--- src/rtl/divider_arbiter.sv ---
// Round-robin front end that shares one fixed-latency pipelined divider among N requesters.
// A tag pipeline matching the divider latency routes each result back and flags divide-by-zero.
module divider_arbiter #(
  parameter int WIDTH   = 64,
  parameter int N       = 4,
  parameter int LATENCY = 32
) (
  input  logic               clk_in,
  input  logic               rst_in,
  input  logic [N-1:0]       req_valid_in,
  output logic [N-1:0]       req_ready_out,
  input  logic [N*WIDTH-1:0] req_dividend_in,
  input  logic [N*WIDTH-1:0] req_divisor_in,
  output logic [WIDTH-1:0]   div_dividend_out,
  output logic [WIDTH-1:0]   div_divisor_out,
  output logic               div_valid_out,
  input  logic [WIDTH-1:0]   div_quotient_in,
  input  logic [WIDTH-1:0]   div_remainder_in,
  input  logic               div_valid_in,
  output logic [N-1:0]       res_valid_out,
  output logic [WIDTH-1:0]   quotient_out,
  output logic [WIDTH-1:0]   remainder_out,
  output logic               error_out,
  output logic               sync_err_out,
  output logic               busy_out
);
  localparam int IDW = (N > 1) ? $clog2(N) : 1;

  logic [IDW-1:0]     ptr_r;
  logic [IDW-1:0]     gid_s;
  logic [IDW-1:0]     idx_s;
  logic               grant_s;
  logic               dz_s;
  logic [LATENCY-1:0] tag_valid_r;
  logic [LATENCY-1:0] tag_dz_r;
  logic [IDW-1:0]     tag_id_r [LATENCY];
  logic               sync_err_r;

  // Round-robin search for the first valid requester starting at ptr_r.
  always_comb begin
    grant_s = 1'b0;
    gid_s   = {IDW{1'b0}};
    idx_s   = {IDW{1'b0}};
    for (int k = 0; k < N; k++) begin
      idx_s = IDW'((int'(ptr_r) + k) % N);
      if (!grant_s && !rst_in && req_valid_in[idx_s]) begin
        grant_s = 1'b1;
        gid_s   = idx_s;
      end else begin
        grant_s = grant_s;
      end
    end
  end

  // Issue the winner's operands to the divider in the grant cycle.
  always_comb begin
    req_ready_out    = {N{1'b0}};
    div_valid_out    = grant_s;
    div_dividend_out = {WIDTH{1'b0}};
    div_divisor_out  = {WIDTH{1'b0}};
    for (int i = 0; i < N; i++) begin
      if (grant_s && (gid_s == IDW'(i))) begin
        req_ready_out[i] = 1'b1;
        div_dividend_out = req_dividend_in[i*WIDTH +: WIDTH];
        div_divisor_out  = req_divisor_in[i*WIDTH +: WIDTH];
      end else begin
        req_ready_out[i] = 1'b0;
      end
    end
    dz_s = (div_divisor_out == {WIDTH{1'b0}});
  end

  // Control state: pointer, tag valid bits and sticky sync error.
  always_ff @(posedge clk_in) begin
    if (rst_in) begin
      ptr_r       <= {IDW{1'b0}};
      tag_valid_r <= {LATENCY{1'b0}};
      sync_err_r  <= 1'b0;
    end else begin
      tag_valid_r[0] <= grant_s;
      for (int i = 1; i < LATENCY; i++) begin
        tag_valid_r[i] <= tag_valid_r[i-1];
      end
      if (grant_s) begin
        ptr_r <= (gid_s == IDW'(N-1)) ? {IDW{1'b0}} : gid_s + IDW'(1);
      end else begin
        ptr_r <= ptr_r;
      end
      if (div_valid_in != tag_valid_r[LATENCY-1]) begin
        sync_err_r <= 1'b1;
      end else begin
        sync_err_r <= sync_err_r;
      end
    end
  end

  // Tag payload shifts unconditionally; it is only meaningful where the valid bit is set.
  always_ff @(posedge clk_in) begin
    tag_id_r[0] <= gid_s;
    tag_dz_r[0] <= dz_s;
    for (int i = 1; i < LATENCY; i++) begin
      tag_id_r[i] <= tag_id_r[i-1];
      tag_dz_r[i] <= tag_dz_r[i-1];
    end
  end

  // Route the divider output by the tag, never by the divider's own valid.
  always_comb begin
    res_valid_out = {N{1'b0}};
    quotient_out  = {WIDTH{1'b0}};
    remainder_out = {WIDTH{1'b0}};
    error_out     = 1'b0;
    if (tag_valid_r[LATENCY-1]) begin
      quotient_out  = div_quotient_in;
      remainder_out = div_remainder_in;
      error_out     = tag_dz_r[LATENCY-1];
      for (int i = 0; i < N; i++) begin
        res_valid_out[i] = (tag_id_r[LATENCY-1] == IDW'(i));
      end
    end else begin
      error_out = 1'b0;
    end
  end

  assign sync_err_out = sync_err_r;
  assign busy_out     = (|tag_valid_r) | grant_s;

endmodule

--- config.mk ---
export PLATFORM = sky130hd
export DESIGN_NAME = divider_arbiter
export DESIGN_NICKNAME = d
export VERILOG_FILES = /design/src/rtl/divider_arbiter.sv
export SDC_FILE = /design/constraint.sdc
export NUM_CORES = 1
export LEC_CHECK = 0
export CORE_AREA = 5 5 351 353
export CTS_CLUSTER_DIAMETER = 40
export DETAILED_ROUTE_END_ITERATION = 8
export DIE_AREA = 0 0 356 358
export MAX_ROUTING_LAYER = met4
export PLACE_DENSITY_LB_ADDON = 0.15
export SLEW_MARGIN = 25
export SYNTH_ARGS = -nofsm -noshare
export SYNTH_HDL_FRONTEND = slang
export SYNTH_SLANG_ARGS = --single-unit
--- constraint.sdc ---
create_clock -name clk_in -period 4.1 [get_ports clk_in]
set_input_delay 0.41 -clock clk_in [delete_from_list [all_inputs] [get_ports clk_in]]
set_output_delay 0.41 -clock clk_in [all_outputs]
set_load 0.1 [all_outputs]
==> flow_metrics.py <==
metrics = {
    "status": {
        "run_status": "finished with violations",
        "failing_checks": "negative setup slack",
    },
    "power": {
        "net_switching_power_mw": 13.7,
        "sw_frac_of_total_pct": 54.7,
        "internal_power_mw": 11.3,
        "comb_power_share_pct": 86.8,
        "worst_ir_drop_vdd_uv": 678,
        "power.sequential.fraction_pct": 7.2,
        "power.static_leakage_nw": 10.5,
        "power_frac_clock_pct": 6.0,
        "power_density_nw_per_um2": 911,
    },
    "setup_path": {
        "path_delay_family": "compound AO/OA/AOI/OAI gates",
        "end_kind": "output pin",
        "r2r_slack_ns": 0.05,
        "critical_path.startpoint_type": "register",
        "worst_path_largest_cell_delay_ns": 0.39,
        "cpMaxStageDelayCell": "a211oi_2",
        "critical_path.cell_chain": "nand2b_4, a311o_1, or2_4, a21oi_4, o32a_1, ha_4, or2_4, buf_12, buf_12, a221oi_2, a211oi_2, nor2b_4, buf_12",
        "crit_path_frequent_cell": "buf_12",
        "reg2reg_from": "ptr_r[0]$_SDFFE_PP0P_",
        "required_ns": 3.69,
        "timing.critical_path.buf_inv": 3,
        "arrival_ns": 3.73,
        "worst-path-max-fanout": 10,
        "timing.rr.end": "tag_dz_r[0]$_DFF_P_",
        "worstRegToRegCells": 15,
        "worstSetupPathType": "reg -> out",
    },
    "placed_design": {
        "detailed_place_hpwl_mm": 79.9,
        "routabilityCongestion": 0.975,
        "placement.setup.worst_slack_ns": -0.974,
        "port_buffers": 914,
    },
    "logic_synthesis": {
        "async_reset_ff_share_pct": 0,
        "yosysSeqAreaShare_pct": 28.8,
        "yosys.area_share.adder_pct": 0.550,
        "synthDistinctLibCells": 46,
        "synth-edff-count": 0,
        "synth-simple-area-share_pct": 34.5,
        "synth_ff_type": "dfxtp_1",
        "netlist_area_um2": 9100,
        "combinational_family_with_the_most_area_after_synthesis": "simple AND/OR/NAND/NOR gates",
        "post_synth_inst_count": 1274,
        "synth.avg_cell_area_um2": 7.14,
        "yosys-mux-area-fraction_pct": 0.110,
        "number_of_synthesized_register_bits": 131,
        "synth_compound_gate_area_share_pct": 26.3,
        "yosys_warnings": 0,
        "synthesis.nets": 1925,
        "fraction_of_synthesized_cell_area_in_xor_and_xnor_cells_pct": 0.289,
    },
    "floorplan": {
        "core-area_um2": 119000,
        "design.portCount": 915,
        "die_h_um": 358,
        "die_area_um2": 127000,
        "num_rows": 127,
        "floorplan.initialDensity_pct": 7.62,
        "dieWidth_um": 356,
    },
    "clocking": {
        "clk_pin_slew_worst_paths_ns": 0.06,
        "cts_inserted_buffers": 17,
        "worst_skew_pair_later_pin_latency_ns": 0.43,
        "clock-root-buffer": "clkbuf_16",
        "tritoncts": "yes",
        "number_of_buffers_on_the_longest_clock_path": 2,
        "tritoncts_sink_count": 131,
        "ctsHoldBuffers": 0,
        "cts-htree-levels": 4,
    },
    "global_route": {
        "grt_first_pass_wirelength_mm": 126,
        "grt_remaining_overflow": 0,
        "first_global_vias": 15500,
        "grt_antenna_before_repair": 17,
        "largest_net_degree_at_the_start_of_global_routing": 81,
        "groute.usage.overall_pct": 14.5,
    },
    "timing": {
        "final_period_minus_worst_setup_slack_ns": 4.14,
        "rsz0062_at_grt": "yes",
        "finalMaxSlewViolations": 0,
        "timing.fmax_mhz": 241,
        "post-route-worst-setup-slack_ns": -0.0440,
        "finalHoldViolCount": 0,
        "report.final.setup_viol": 3,
        "worst_clock_skew_on_the_final_layout_ns": 0.0145,
        "slew_worst_pin_ns": 1.09,
        "period_share_pct": 101,
        "maxSlewHeadroom_pct": 27.4,
    },
    "finish": {
        "finish.utilization_pct": 22.9,
        "drive_gt1_share_pct": 36.7,
        "areaGrowthSynthToFinish_pct": 201,
        "final.fill_count": 13000,
        "total_nets_final": 3004,
    },
    "routing": {
        "drt_iter0_drc": 567,
        "drc_errors": 0,
        "viasPerCell": 3.57,
        "detail_route.wirelength_mm": 96.3,
        "wl_per_cell_um": 24.1,
        "drtAntennaViolNets": 0,
        "vias": 14300,
        "drt_pre_antenna_iters": 5,
    },
    "min_path": {
        "hold_path_startpoint": "tag_id_r[1][25]$_DFF_P_",
        "min_path_type": "reg -> reg",
        "timing.hold.worst_endpoint": "tag_id_r[1][27]$_DFF_P_",
        "hold_path_cells": 0,
    },
    "run": {
        "drv_cap": 0,
    },
}
[how the worst max path moves through the flow]
stage | end | from | depth (start not counted) | slack [ns]
6_report | div_divisor_out[7] | ptr_r[0]$_SDFFE_PP0P_ | 13 | -0.04
5_1_grt | div_divisor_out[7] | ptr_r[0]$_SDFFE_PP0P_ | 13 | -0.17
4_1_cts | div_divisor_out[55] | ptr_r[0]$_SDFFE_PP0P_ | 14 | -0.09
3_5_place_dp | div_divisor_out[2] | req_valid_in[1] | 14 | -0.97
3_3_place_gp | div_divisor_out[2] | req_valid_in[1] | 14 | -1.02
2_1_floorplan | div_divisor_out[22] | req_valid_in[1] | 11 | -0.07
[power groups by stage]
stage	Combinational [mW]	Clock, mW	Sequential [mW]
finish	21.7	1.49	1.80
global route	22.5	1.62	1.85
CTS	20.5	1.56	1.81
detailed placement	18.8	0	1.83
global placement	18.8	0	1.83
floorplan	10.7	0	1.79
[per-layer routing]
layer | vias to the layer above | track usage, % | routed length, µm
met3 | 49 | 3.77 | 6840
met5 | - | - | 0
met1 | 6906 | 15.1 | 36000
met4 | 0 | 2.36 | 1230
li1 | 6661 | - | -
met2 | 643 | 27.8 | 52200
[registers in the layout, indices dropped and copies added (netlist names)]
| signal | flops |
|---|---|
| sync_err_out | 1 |
| tag_dz_r | 32 |
| tag_id_r | 64 |
| ptr_r | 2 |
| tag_valid_r | 32 |
[stage by stage]
step           cells  power, mW  setup TNS (ns)  hold slack, ns  area [µm²]
5_1_grt         3991       26.0           -6.12           0.322       27400
3_3_place_gp    3877       20.6          -72.11           0.310       23900
6_report        3992       25.0         -0.0697           0.318       27400
4_1_cts         3941       23.9           -2.74           0.319       26100
3_5_place_dp    3877       20.6          -67.72           0.312       23900
2_1_floorplan   1274       12.5         -0.0707           0.310       10400
[area by class of cell]
class | count | area [µm²] | share of cell area (%)
diodes | 14 | 35.0 | 0.128
clock buffers | 19 | 433 | 1.58
flip-flops and latches | 131 | 2630 | 9.59
clock inverters | 13 | 151 | 0.552
well taps | 1612 | 2020 | 7.36
multi-input cells | 930 | 8570 | 31.3
repair buffers | 1186 | 13200 | 48.3
inverters | 87 | 327 | 1.19
[cell usage after synthesis (all sizes together) (2+ instances only)]
library cell  count  share of area [%]
nand4             6               0.41
xor2              2               0.19
nor2b           111                7.6
a21oi           130                7.1
or3               2               0.14
inv              87                3.6
ha                4               0.55
or2               2               0.14
nor3             89                4.9
o32ai            19                1.8
and2            129                8.9
nor4             31                2.1
a22o             18                1.7
nand2b            3               0.21
nor3b            22                1.9
nand2            68                2.8
buf              35                2.1
dfxtp           131                 29
o21ai             2               0.11
nor2            122                5.0
a211oi           92                7.6
clkbuf           91                3.8
a221oi           64                6.9
[placed cells by master (no fill, tap or decap), types with 9 or more instances in the layout]
cell type	Yosys	routed
clkdlybuf4s50_1	0	679
nor2b_4	0	28
a221oi_2	11	34
buf_12	0	160
a22o_1	18	18
nand2_1	68	67
buf_4	1	286
dfxtp_1	131	129
nor2b_1	111	75
a221oi_4	0	24
nor2_1	122	118
clkbuf_16	0	23
nor4_4	0	20
buf_16	0	13
o32ai_1	19	17
nor4_1	31	9
buf_6	4	24
a211oi_4	0	27
diode_2	0	14
nor3b_1	21	12
inv_1	86	86
a21oi_1	130	122
and2_1	129	129
buf_8	0	10
a211oi_2	1	61
nor3_4	0	84
[cells by family after synthesis]
| kind of cell | Yosys count |
|---|---|
| AO/OA/AOI/OAI | 333 |
| XOR/XNOR | 3 |
| adder cells (fa/ha/maj) | 4 |
| buffers and inverters | 213 |
| flip-flops | 131 |
| multiplexers | 1 |
| AND/OR/NAND/NOR | 589 |
[worst reg2reg max path, cell delays in order, from the launching register on]
cell and delay, ns:
dfxtp_4 0.37, nand2b_4 0.14, a311o_1 0.37, or2_4 0.29
o32a_1 0.39, ha_4 0.23, or2_4 0.31, buf_8 0.17
buf_12 0.16, a221oi_4 0.23, a211oi_4 0.09, buf_4 0.16
nor4_4 0.27, nand4_1 0.21, buf_4 0.22, o41ai_4 0.33
[timing repair]
action / 4_1_cts / 5_1_grt
buffers inserted: 31 / 29
gates resized for setup: 233 / 140
setup endpoints to repair: 131 / 126
gates cloned: 8 / 8
pin swaps: 40 / 46
Note: power is estimated with default switching activity, not from simulation.
